--- config.mk ---
export PLATFORM = sky130hd
export DESIGN_NAME = pwm_decoder
export DESIGN_NICKNAME = d
export VERILOG_FILES = /design/src/rtl/pwm_decoder.sv
export SDC_FILE = /design/constraint.sdc
export NUM_CORES = 1
export LEC_CHECK = 0
export ABC_AREA = 1
export BUFFER_PORTS_ARGS = -buffer_cell sky130_fd_sc_hd__buf_2
export CORE_ASPECT_RATIO = 1.1
export CORE_MARGIN = 3
export CORE_UTILIZATION = 35
export CTS_CLUSTER_SIZE = 24
export DETAILED_ROUTE_END_ITERATION = 12
export GPL_TIMING_DRIVEN = 0
export PLACE_DENSITY_LB_ADDON = 0.08
export SLEW_MARGIN = 20
export SYNTH_ARGS = -nofsm -noshare
export SYNTH_HDL_FRONTEND = slang
export SYNTH_SLANG_ARGS = --single-unit
--- constraint.sdc ---
create_clock -name clk -period 2.4 [get_ports clk]
set_clock_uncertainty 0.15 [all_clocks]
set_input_delay 0.24 -clock clk [delete_from_list [all_inputs] [get_ports clk]]
set_output_delay 0.24 -clock clk [all_outputs]
set_load 0.01 [all_outputs]
--- src/rtl/pwm_decoder.sv ---
// pwm_decoder: measures high time and rise-to-rise period of an asynchronous PWM input,
// reporting decoded duty, period error and stuck-line detection.
module pwm_decoder #(
  parameter int CNT_W   = 8,
  parameter int PERIOD  = 16,
  parameter int TIMEOUT = 64
) (
  input  logic             clk,
  input  logic             rst,
  input  logic             pwm_in,
  output logic [3:0]       duty_cycle,
  output logic [CNT_W-1:0] high_cnt,
  output logic [CNT_W-1:0] period_cnt,
  output logic             valid,
  output logic             period_err,
  output logic             stuck
);
  typedef enum logic [1:0] {WAIT_RISE, HIGH, LOW} state_t;
  state_t state, state_n;
  logic s1, s2, s3;
  logic [2:0] warm;
  logic [CNT_W-1:0] cnt, high_reg, idle;
  logic rise, fall, upd, restart, latch_high, timeout;
  // s3 only holds a real sample three cycles after reset; a level already high
  // at reset would otherwise look like a rise and start a partial period.
  assign rise    = warm[2] & s2 & ~s3;
  assign fall    = warm[2] & ~s2 & s3;
  assign timeout = !rise && !fall && idle == CNT_W'(TIMEOUT - 1);
  always_comb begin
    state_n    = state;
    upd        = 1'b0;
    restart    = 1'b0;
    latch_high = 1'b0;
    case (state)
      WAIT_RISE: if (rise) begin state_n = HIGH; restart = 1'b1; end
      HIGH:      if (fall) begin state_n = LOW; latch_high = 1'b1; end
      LOW:       if (rise) begin state_n = HIGH; restart = 1'b1; upd = 1'b1; end
      default:   state_n = WAIT_RISE;
    endcase
    if (stuck) begin
      upd        = 1'b0;
      latch_high = 1'b0;
      restart    = rise;
      state_n    = rise ? HIGH : fall ? WAIT_RISE : state_n;
    end
  end
  always_ff @(posedge clk or posedge rst)
    if (rst) state <= WAIT_RISE;
    else state <= state_n;
  always_ff @(posedge clk or posedge rst) begin
    if (rst) begin
      {s1, s2, s3} <= '0;
      warm         <= '0;
      cnt          <= '0;
      high_reg     <= '0;
      idle         <= '0;
      duty_cycle   <= '0;
      high_cnt     <= '0;
      period_cnt   <= '0;
      valid        <= 1'b0;
      period_err   <= 1'b0;
      stuck        <= 1'b0;
    end else begin
      {s1, s2, s3} <= {pwm_in, s1, s2};
      warm         <= {warm[1:0], 1'b1};
      cnt          <= restart ? CNT_W'(1) : (&cnt) ? cnt : cnt + 1'b1;
      if (latch_high) high_reg <= cnt;
      idle         <= (rise | fall) ? '0 : (idle == CNT_W'(TIMEOUT)) ? idle : idle + 1'b1;
      valid        <= upd | timeout;
      stuck        <= (rise | fall) ? 1'b0 : timeout ? 1'b1 : stuck;
      if (upd) begin
        period_cnt <= cnt;
        high_cnt   <= high_reg;
        duty_cycle <= (high_reg > CNT_W'(15)) ? 4'hf : high_reg[3:0];
        period_err <= cnt != CNT_W'(PERIOD);
      end else if (timeout) begin
        high_cnt   <= s2 ? period_cnt : '0;
        duty_cycle <= s2 ? 4'hf : 4'h0;
      end
    end
  end
endmodule

==> flow_summary_export.csv, run 1 <==
group,metric,value,unit
synth,synthXorXnorAreaFrac,0.996,%
sta,timing.final.hold_violations,0,
run_status,outcome,"finished, final reports clean",
critical_path,cpMostUsedCell,"sky130_fd_sc_hd__nand2_1",
clocking,insertion_delay,0.31,ns
synth,ys_seq_elements,55,
layout,layout.cell_area.non_filler,0.00299,mm^2
power_and_ir_drop,power_density,842,mW/mm^2
critical_path,critical-path-top-delay-family,"simple AND/OR/NAND/NOR gates",
run,max-cap-violations,0,
sta,final-max-slew-violation-count,0,
global_route,wire_length_of_the_first_global_routing_pass,9520,um
critical_path,cp_max_fo,10,
layout,finalNonFillerCells,453,
layout,final_net_count,374,
die,die_width,88.8,um
placement,dp_hpwl,3970,um
clocking,clkSinkCount,55,
clocking,clock_tree.buffer_depth,2,
synth,synthAdderAreaFrac,1.90,%
critical_path,r2r_end,"high_cnt[6]$_DFFE_PP0P_",
global_route,gr-total-overflow,0,
critical_path,critical_path.cell_chain,"ha_1 -> nand3_1 -> nor2_2 -> nand2_1 -> nand2_2 -> buf_4 -> nand2_1 -> nand2_1",
routing,route.final.wire_length,5430,um
sta,slew-limit-headroom,54.4,%
global_route,gr-usage-all-layers,13.6,%
die,top_level_ports,26,
critical_path,worstPathRequired,2.46,ns
sta,max_freq,0.601,GHz
critical_path,slowest_delay,0.42,ns
clocking,cts_hold_buffers,2,
synth,synth_compound_area_share,6.07,%
clocking,ctsRootBufferMaster,"sky130_fd_sc_hd__clkbuf_8",
global_route,antenna_found_initial,0,
critical_path,worst_r2r_path_depth,8,
routing,via_count,2083,
placement,numPlacedInstances,443,
critical_path,timing.critical_path.slowest_stage_cell,"sky130_fd_sc_hd__dfrtp_1",
synth,syn_nets,340,
min_path,worst_hold_path_type,"flop to flop",
critical_path,r2r_slack,0.74,ns
sta,worst_margin_slew,0.684,ns
critical_path,endpoint_kind,"flop",
global_route,number_of_global_route_vias_before_repair,2022,
global_route,grt_start_max_net_pins,56,
layout,flow.area_growth_from_synthesis,13.2,%
placement,numPortBuffers,25,
critical_path,crit_path_start_kind,"flop",
synth,avgSynthCellArea,7.92,um^2
synth,synth.area.mux_share,0,%
placement,gp_congestion,0.780,
placement,placed_area,0.00287,mm^2
critical_path,crit_type,"flop to flop",
synth,synth-seq-area-share,52.2,%
sta,grt_setup_unrepaired,"no",
power_and_ir_drop,ir_drop,0.270,mV
synth,synthDistinctLibCells,27,
clocking,clock_tree_from_tritoncts,"done",
critical_path,worst-path-stages,8,
power_and_ir_drop,static-leakage-power,0.00168,uW
synth,syn_area,0.00264,mm^2
synth,synth_top_family_by_area,"simple AND/OR/NAND/NOR gates",
clocking,cts_max_level,2,
min_path,hold_path.startpoint,"warm[0]$_DFF_PP0_",
critical_path,regToRegStartpoint,"idle[0]$_DFFE_PP0P_",
critical_path,setup.worst_path.end,"high_cnt[6]$_DFFE_PP0P_",
layout,fill_cells,759,
routing,post_drt_wl_per_cell,12.0,um
synth,synthesis.yosys.warnings,0,
routing,detail_route.drc_violations,0,
routing,postRouteAntennaNets,0,
routing,first_pass_iteration_count_of_the_detailed_router,4,
sta,setup-violations-final,0,
routing,initialDrtViolationCount,83,
synth,synth_simple_gate_area_share,30.4,%
critical_path,startpoint,"idle[0]$_DFFE_PP0P_",
die,initial_core_util,36.8,%
sta,holdWs,0.214,ns
critical_path,crit_arrival,1.73,ns
layout,post_route_cells_drive_above_1_share,13.6,%
synth,postSynthCellCount,333,
critical_path,crit_buf_inv,1,
layout,post-route-util,41.7,%
layout,antenna_cells,0,
clocking,cts.repair_timing.setup_buffer_count,0,
die,rows,32,
sta,period_share,69.3,%
clocking,cts_made_buffers,5,
die,die_y,97.1,um
clocking,ctsResizeCount,0,
routing,viasPerCell,4.60,
die,die-area,0.00862,mm^2
clocking,clkSlewWorstSetupHoldPaths,0.11,ns
die,core_area,0.00717,mm^2
sta,final_period_minus_worst_setup_slack,1.66,ns
[placed cells by master (no fill, tap or decap), drive strengths merged]
| cell type | n |
|---|---|
| nand3 | 30 |
| nand4 | 5 |
| or2 | 1 |
| conb | 1 |
| xor2 | 2 |
| nand3b | 5 |
| inv | 39 |
| nor3 | 1 |
| ha | 4 |
| o21a | 1 |
| clkbuf | 8 |
| nand2 | 124 |
| nand2b | 1 |
| dlygate4sd3 | 2 |
| xnor2 | 1 |
| o31ai | 1 |
| clkinv | 1 |
| dfrtp | 55 |
| and2 | 1 |
| a21oi | 5 |
| buf | 35 |
| o21ai | 24 |
| nor2 | 21 |
[metrics by stage]
| stage | setup slack (ns) | setup TNS (ns) | total power [uW] |
|---|---|---|---|
| finish | 0.737 | 0 | 2520 |
| global route | 0.578 | 0 | 2730 |
| CTS | 0.721 | 0 | 2560 |
| detailed placement | 0.751 | 0 | 2010 |
| global placement | -0.105 | -5.58 | 2000 |
| floorplan | 0.667 | 0 | 1780 |
[routing by layer]
metal  GRT usage [%]  vias to the layer above  wire (um)
met1            17.7                      949       2580
met4            3.49                        0         52
met2            22.9                       22       2670
li1                -                     1106          -
met3            2.37                        6        122
met5               0                        -          0
[kinds of logic after synthesis]
group | after synthesis
simple gates | 189
buf+inv | 50
fa+ha+maj | 4
xor+xnor | 3
other cells | 1
compound gates | 31
flops | 55
[final cells by class]
cell class,instances,area (um^2),share of cell area [%]
timing repair buffer,27,145,4.86
clock inverter,1,8.76,0.293
clock buffer,7,86.3,2.89
tap,85,106,3.56
multi-input combinational,228,1040,34.9
buffer,11,73.8,2.47
inverter,39,149,4.98
sequential,55,1380,46.1
[Yosys cell counts]
cell,instances,share of area (%)
sky130_fd_sc_hd__nor3_1,1,0.19
sky130_fd_sc_hd__or2_0,1,0.24
sky130_fd_sc_hd__buf_2,5,0.95
sky130_fd_sc_hd__conb_1,1,0.14
sky130_fd_sc_hd__xnor2_1,1,0.33
sky130_fd_sc_hd__clkbuf_1,1,0.14
sky130_fd_sc_hd__inv_1,38,5.4
sky130_fd_sc_hd__a21oi_1,5,0.95
sky130_fd_sc_hd__buf_4,3,0.85
sky130_fd_sc_hd__nand3b_1,5,1.4
sky130_fd_sc_hd__o21ai_0,9,1.7
sky130_fd_sc_hd__nand2_1,121,17
sky130_fd_sc_hd__o21a_1,1,0.28
sky130_fd_sc_hd__o31ai_1,1,0.28
sky130_fd_sc_hd__nor2_2,3,0.71
sky130_fd_sc_hd__nand2b_1,1,0.24
sky130_fd_sc_hd__nor2_1,18,2.6
sky130_fd_sc_hd__dfrtp_1,55,52
sky130_fd_sc_hd__inv_2,1,0.14
sky130_fd_sc_hd__nand4_1,5,1.2
sky130_fd_sc_hd__buf_6,2,0.85
sky130_fd_sc_hd__ha_1,4,1.9
sky130_fd_sc_hd__o21ai_1,15,2.8
sky130_fd_sc_hd__nand3_1,30,5.7
sky130_fd_sc_hd__nand2_2,3,0.71
sky130_fd_sc_hd__xor2_1,2,0.66
sky130_fd_sc_hd__and2_1,1,0.24
[how the worst min path moves through the flow]
stage,to,slack (ns),cells past startpoint
CTS,s2$_DFF_PP0_,0.21,0
finish,warm[1]$_DFF_PP0_,0.21,0
floorplan,s1$_DFF_PP0_,0.12,0
detailed placement,s2$_DFF_PP0_,0.18,0
global placement,s2$_DFF_PP0_,0.18,0
global route,s2$_DFF_PP0_,0.23,0
[report_power, final]
part	total (uW)	internal, uW	switching [uW]	leakage, uW
registers	1290	1130	162	0.000729
logic	681	277	403	0.000905
clock network	545	238	307	0.0000484
total	2520	1640	873	0.00168
Power figures use the tool's default switching activity.
==> inputs of run 2 (changes only) <==
==> constraint.sdc (replaced) <==
create_clock -name clk -period 1.7 [get_ports clk]
set_clock_uncertainty 0.15 [all_clocks]
set_input_delay 0.17 -clock clk [delete_from_list [all_inputs] [get_ports clk]]
set_output_delay 0.17 -clock clk [all_outputs]
set_load 0.01 [all_outputs]
==> run 2 against run 1 <==
Net effect: critical path type unchanged; global-route usage unchanged; design area increased by 0.88%; non-clock buffer count increased by 2; register-to-register slack got worse by 0.60 ns.
==> flow_summary_export.csv, run 2 (same netlist as run 1, synthesis figures left out) <==
group,metric,value,unit
run_status,outcome,"finished, final reports clean",
layout,finalNonFillerCells,455,
placement,numPortBuffers,25,
critical_path,worstPathRequired,1.76,ns
routing,initialDrtViolationCount,85,
run,max-cap-violations,0,
critical_path,slowest_delay,0.41,ns
critical_path,worst_r2r_path_depth,7,
min_path,min_to,"s2$_DFF_PP0_",
power_and_ir_drop,netSwitchingPower,1230,uW
clocking,clock_tree_from_tritoncts,"done",
routing,detail_route.drc_violations,0,
placement,placement.setup.worst_slack,0.0510,ns
die,core_area,0.00717,mm^2
sta,final_period_minus_worst_setup_slack,1.56,ns
global_route,wire_length_of_the_first_global_routing_pass,9520,um
routing,route.final.wire_length,5410,um
routing,first_pass_iteration_count_of_the_detailed_router,4,
sta,setup-violations-final,0,
critical_path,timing.critical_path.slowest_stage_cell,"sky130_fd_sc_hd__dfrtp_1",
critical_path,crit_path_start_kind,"flop",
critical_path,cp_max_fo,10,
die,die_width,88.8,um
power_and_ir_drop,pwr-share-comb,27.1,%
die,die_y,97.1,um
routing,via_count,2090,
clocking,cts_max_level,2,
power_and_ir_drop,total_power,3550,uW
global_route,gr-usage-all-layers,13.6,%
critical_path,r2r_slack,0.14,ns
critical_path,r2r_end,"duty_cycle[1]$_DFFE_PP0P_",
placement,numPlacedInstances,443,
routing,post_drt_wl_per_cell,11.9,um
power_and_ir_drop,power.share.sequential,51.4,%
clocking,insertion_delay,0.31,ns
critical_path,cpMostUsedCell,"sky130_fd_sc_hd__nand3_1",
layout,layout_commonest_cell,"sky130_fd_sc_hd__nand2_1",
power_and_ir_drop,power.share.clock,21.6,%
layout,most-common-layout-cells,"120 x sky130_fd_sc_hd__nand2_1, 55 x sky130_fd_sc_hd__dfrtp_1, 37 x sky130_fd_sc_hd__inv_1",
power_and_ir_drop,power_switching_share,34.6,%
routing,viasPerCell,4.59,
die,top_level_ports,26,
power_and_ir_drop,ir_drop,0.381,mV
die,rows,32,
min_path,worst_hold_path.num_cells,0,
critical_path,crit_type,"flop to flop",
min_path,hold_path.startpoint,"s1$_DFF_PP0_",
placement,gp_congestion,0.780,
clocking,clkSlewWorstSetupHoldPaths,0.10,ns
layout,register_area,0.00138,mm^2
power_and_ir_drop,power_density,1180,mW/mm^2
layout,area_occupied_by_multi_input_gates,0.00105,mm^2
global_route,number_of_global_route_vias_before_repair,2022,
sta,final-max-slew-violation-count,0,
die,die-area,0.00862,mm^2
clocking,clock_tree.buffer_depth,2,
sta,finalWorstSetupSlack,0.141,ns
clocking,clkSinkCount,55,
layout,final_net_count,376,
sta,holdWs,0.212,ns
clocking,cts_made_buffers,5,
sta,slew-limit-headroom,54.3,%
sta,max_freq,0.641,GHz
layout,flow.area_growth_from_synthesis,14.2,%
critical_path,regToRegStartpoint,"idle[1]$_DFFE_PP0P_",
global_route,grt_start_max_net_pins,56,
sta,timing.final.hold_violations,0,
power_and_ir_drop,internal_power,2320,uW
sta,period_share,91.7,%
placement,dp_hpwl,3970,um
critical_path,crit_arrival,1.62,ns
layout,antenna_cells,0,
layout,post_route_cells_drive_above_1_share,14.6,%
die,initial_core_util,36.8,%
global_route,gr-total-overflow,0,
min_path,worst_hold_path_type,"flop to flop",
critical_path,critical_path.cell_chain,"ha_2 -> nand3_1 -> nor2_2 -> nand2_2 -> buf_4 -> nand3_1 -> nand2_1",
sta,worst_margin_slew,0.685,ns
global_route,antenna_found_initial,0,
layout,fill_cells,758,
power_and_ir_drop,static-leakage-power,0.00169,uW
clocking,ctsRootBufferMaster,"sky130_fd_sc_hd__clkbuf_8",
routing,postRouteAntennaNets,0,
critical_path,endpoint_kind,"flop",
[run 2: changes by cell type in the layout (fill, tap and decap cells not counted)]
cell	delta
sky130_fd_sc_hd__buf_2	-1
sky130_fd_sc_hd__buf_4	+2
sky130_fd_sc_hd__buf_6	+1
sky130_fd_sc_hd__ha_1	-1
sky130_fd_sc_hd__ha_2	+1
sky130_fd_sc_hd__nand2_1	-1
sky130_fd_sc_hd__nand2_2	+1
[run 2: cell type report]
| cell class | count | share of cell area [%] |
|---|---|---|
| well taps | 85 | 3.53 |
| plain buffers | 11 | 2.66 |
| inverters | 39 | 4.94 |
| repair buffers | 29 | 5.31 |
| flip-flops and latches | 55 | 45.7 |
| clock buffers | 7 | 2.86 |
| multi-input cells | 228 | 34.7 |
| clock inverters | 1 | 0.291 |
[run 2: stage by stage]
step           utilization, %  TNS (ns)  instance area (um^2)
2_1_floorplan               -         0                  2640
3_3_place_gp             40.0    -40.23                  2870
3_5_place_dp             40.1         0                  2870
4_1_cts                  41.7         0                  2990
5_1_grt                  42.1  -0.00724                  3010
6_report                 42.1         0                  3010
[run 2: per-layer routing]
metal | routed length [um] | track usage [%] | up-vias
met5 | 0 | 0 | -
met4 | 45 | 3.49 | 0
met3 | 135 | 2.37 | 4
met2 | 2690 | 22.9 | 26
met1 | 2540 | 17.7 | 950
li1 | - | - | 1110
[run 2: critical path, delay by kind of cell (launching register included)]
kind	cells	cell delay (ns)
fa+ha+maj	1	0.21
simple gates	5	0.50
buf+inv	1	0.18
flops	1	0.41
[run 2: worst max path at each step]
stage / start / to / slack [ns] / depth (start not counted)
2_1_floorplan: rst / cnt[0]$_DFFE_PP0P_ / 0.04 / 1
3_3_place_gp: rst / cnt[6]$_DFFE_PP0P_ / -0.73 / 2
5_1_grt: idle[0]$_DFFE_PP0P_ / duty_cycle[3]$_DFFE_PP0P_ / -0.006 / 8
4_1_cts: idle[1]$_DFFE_PP0P_ / high_cnt[7]$_DFFE_PP0P_ / 0.02 / 8
3_5_place_dp: idle[0]$_DFFE_PP0P_ / high_cnt[7]$_DFFE_PP0P_ / 0.05 / 8
6_report: idle[1]$_DFFE_PP0P_ / duty_cycle[1]$_DFFE_PP0P_ / 0.14 / 7
[run 2: repair_timing]
action | in CTS | in global routing
resized for setup | 0 | 5
hold endpoints to repair | 56 | 0
hold buffers | 2 | 0
endpoints found under the setup margin | 0 | 10
setup buffers | 0 | 2
[run 2: power by group through the flow]
stage	registers, uW	clock network [uW]	logic [uW]
6_report	1820	766	962
2_1_floorplan	1860	0	660
3_5_place_dp	1850	0	981
5_1_grt	1870	845	1140
4_1_cts	1820	806	988
3_3_place_gp	1850	0	970
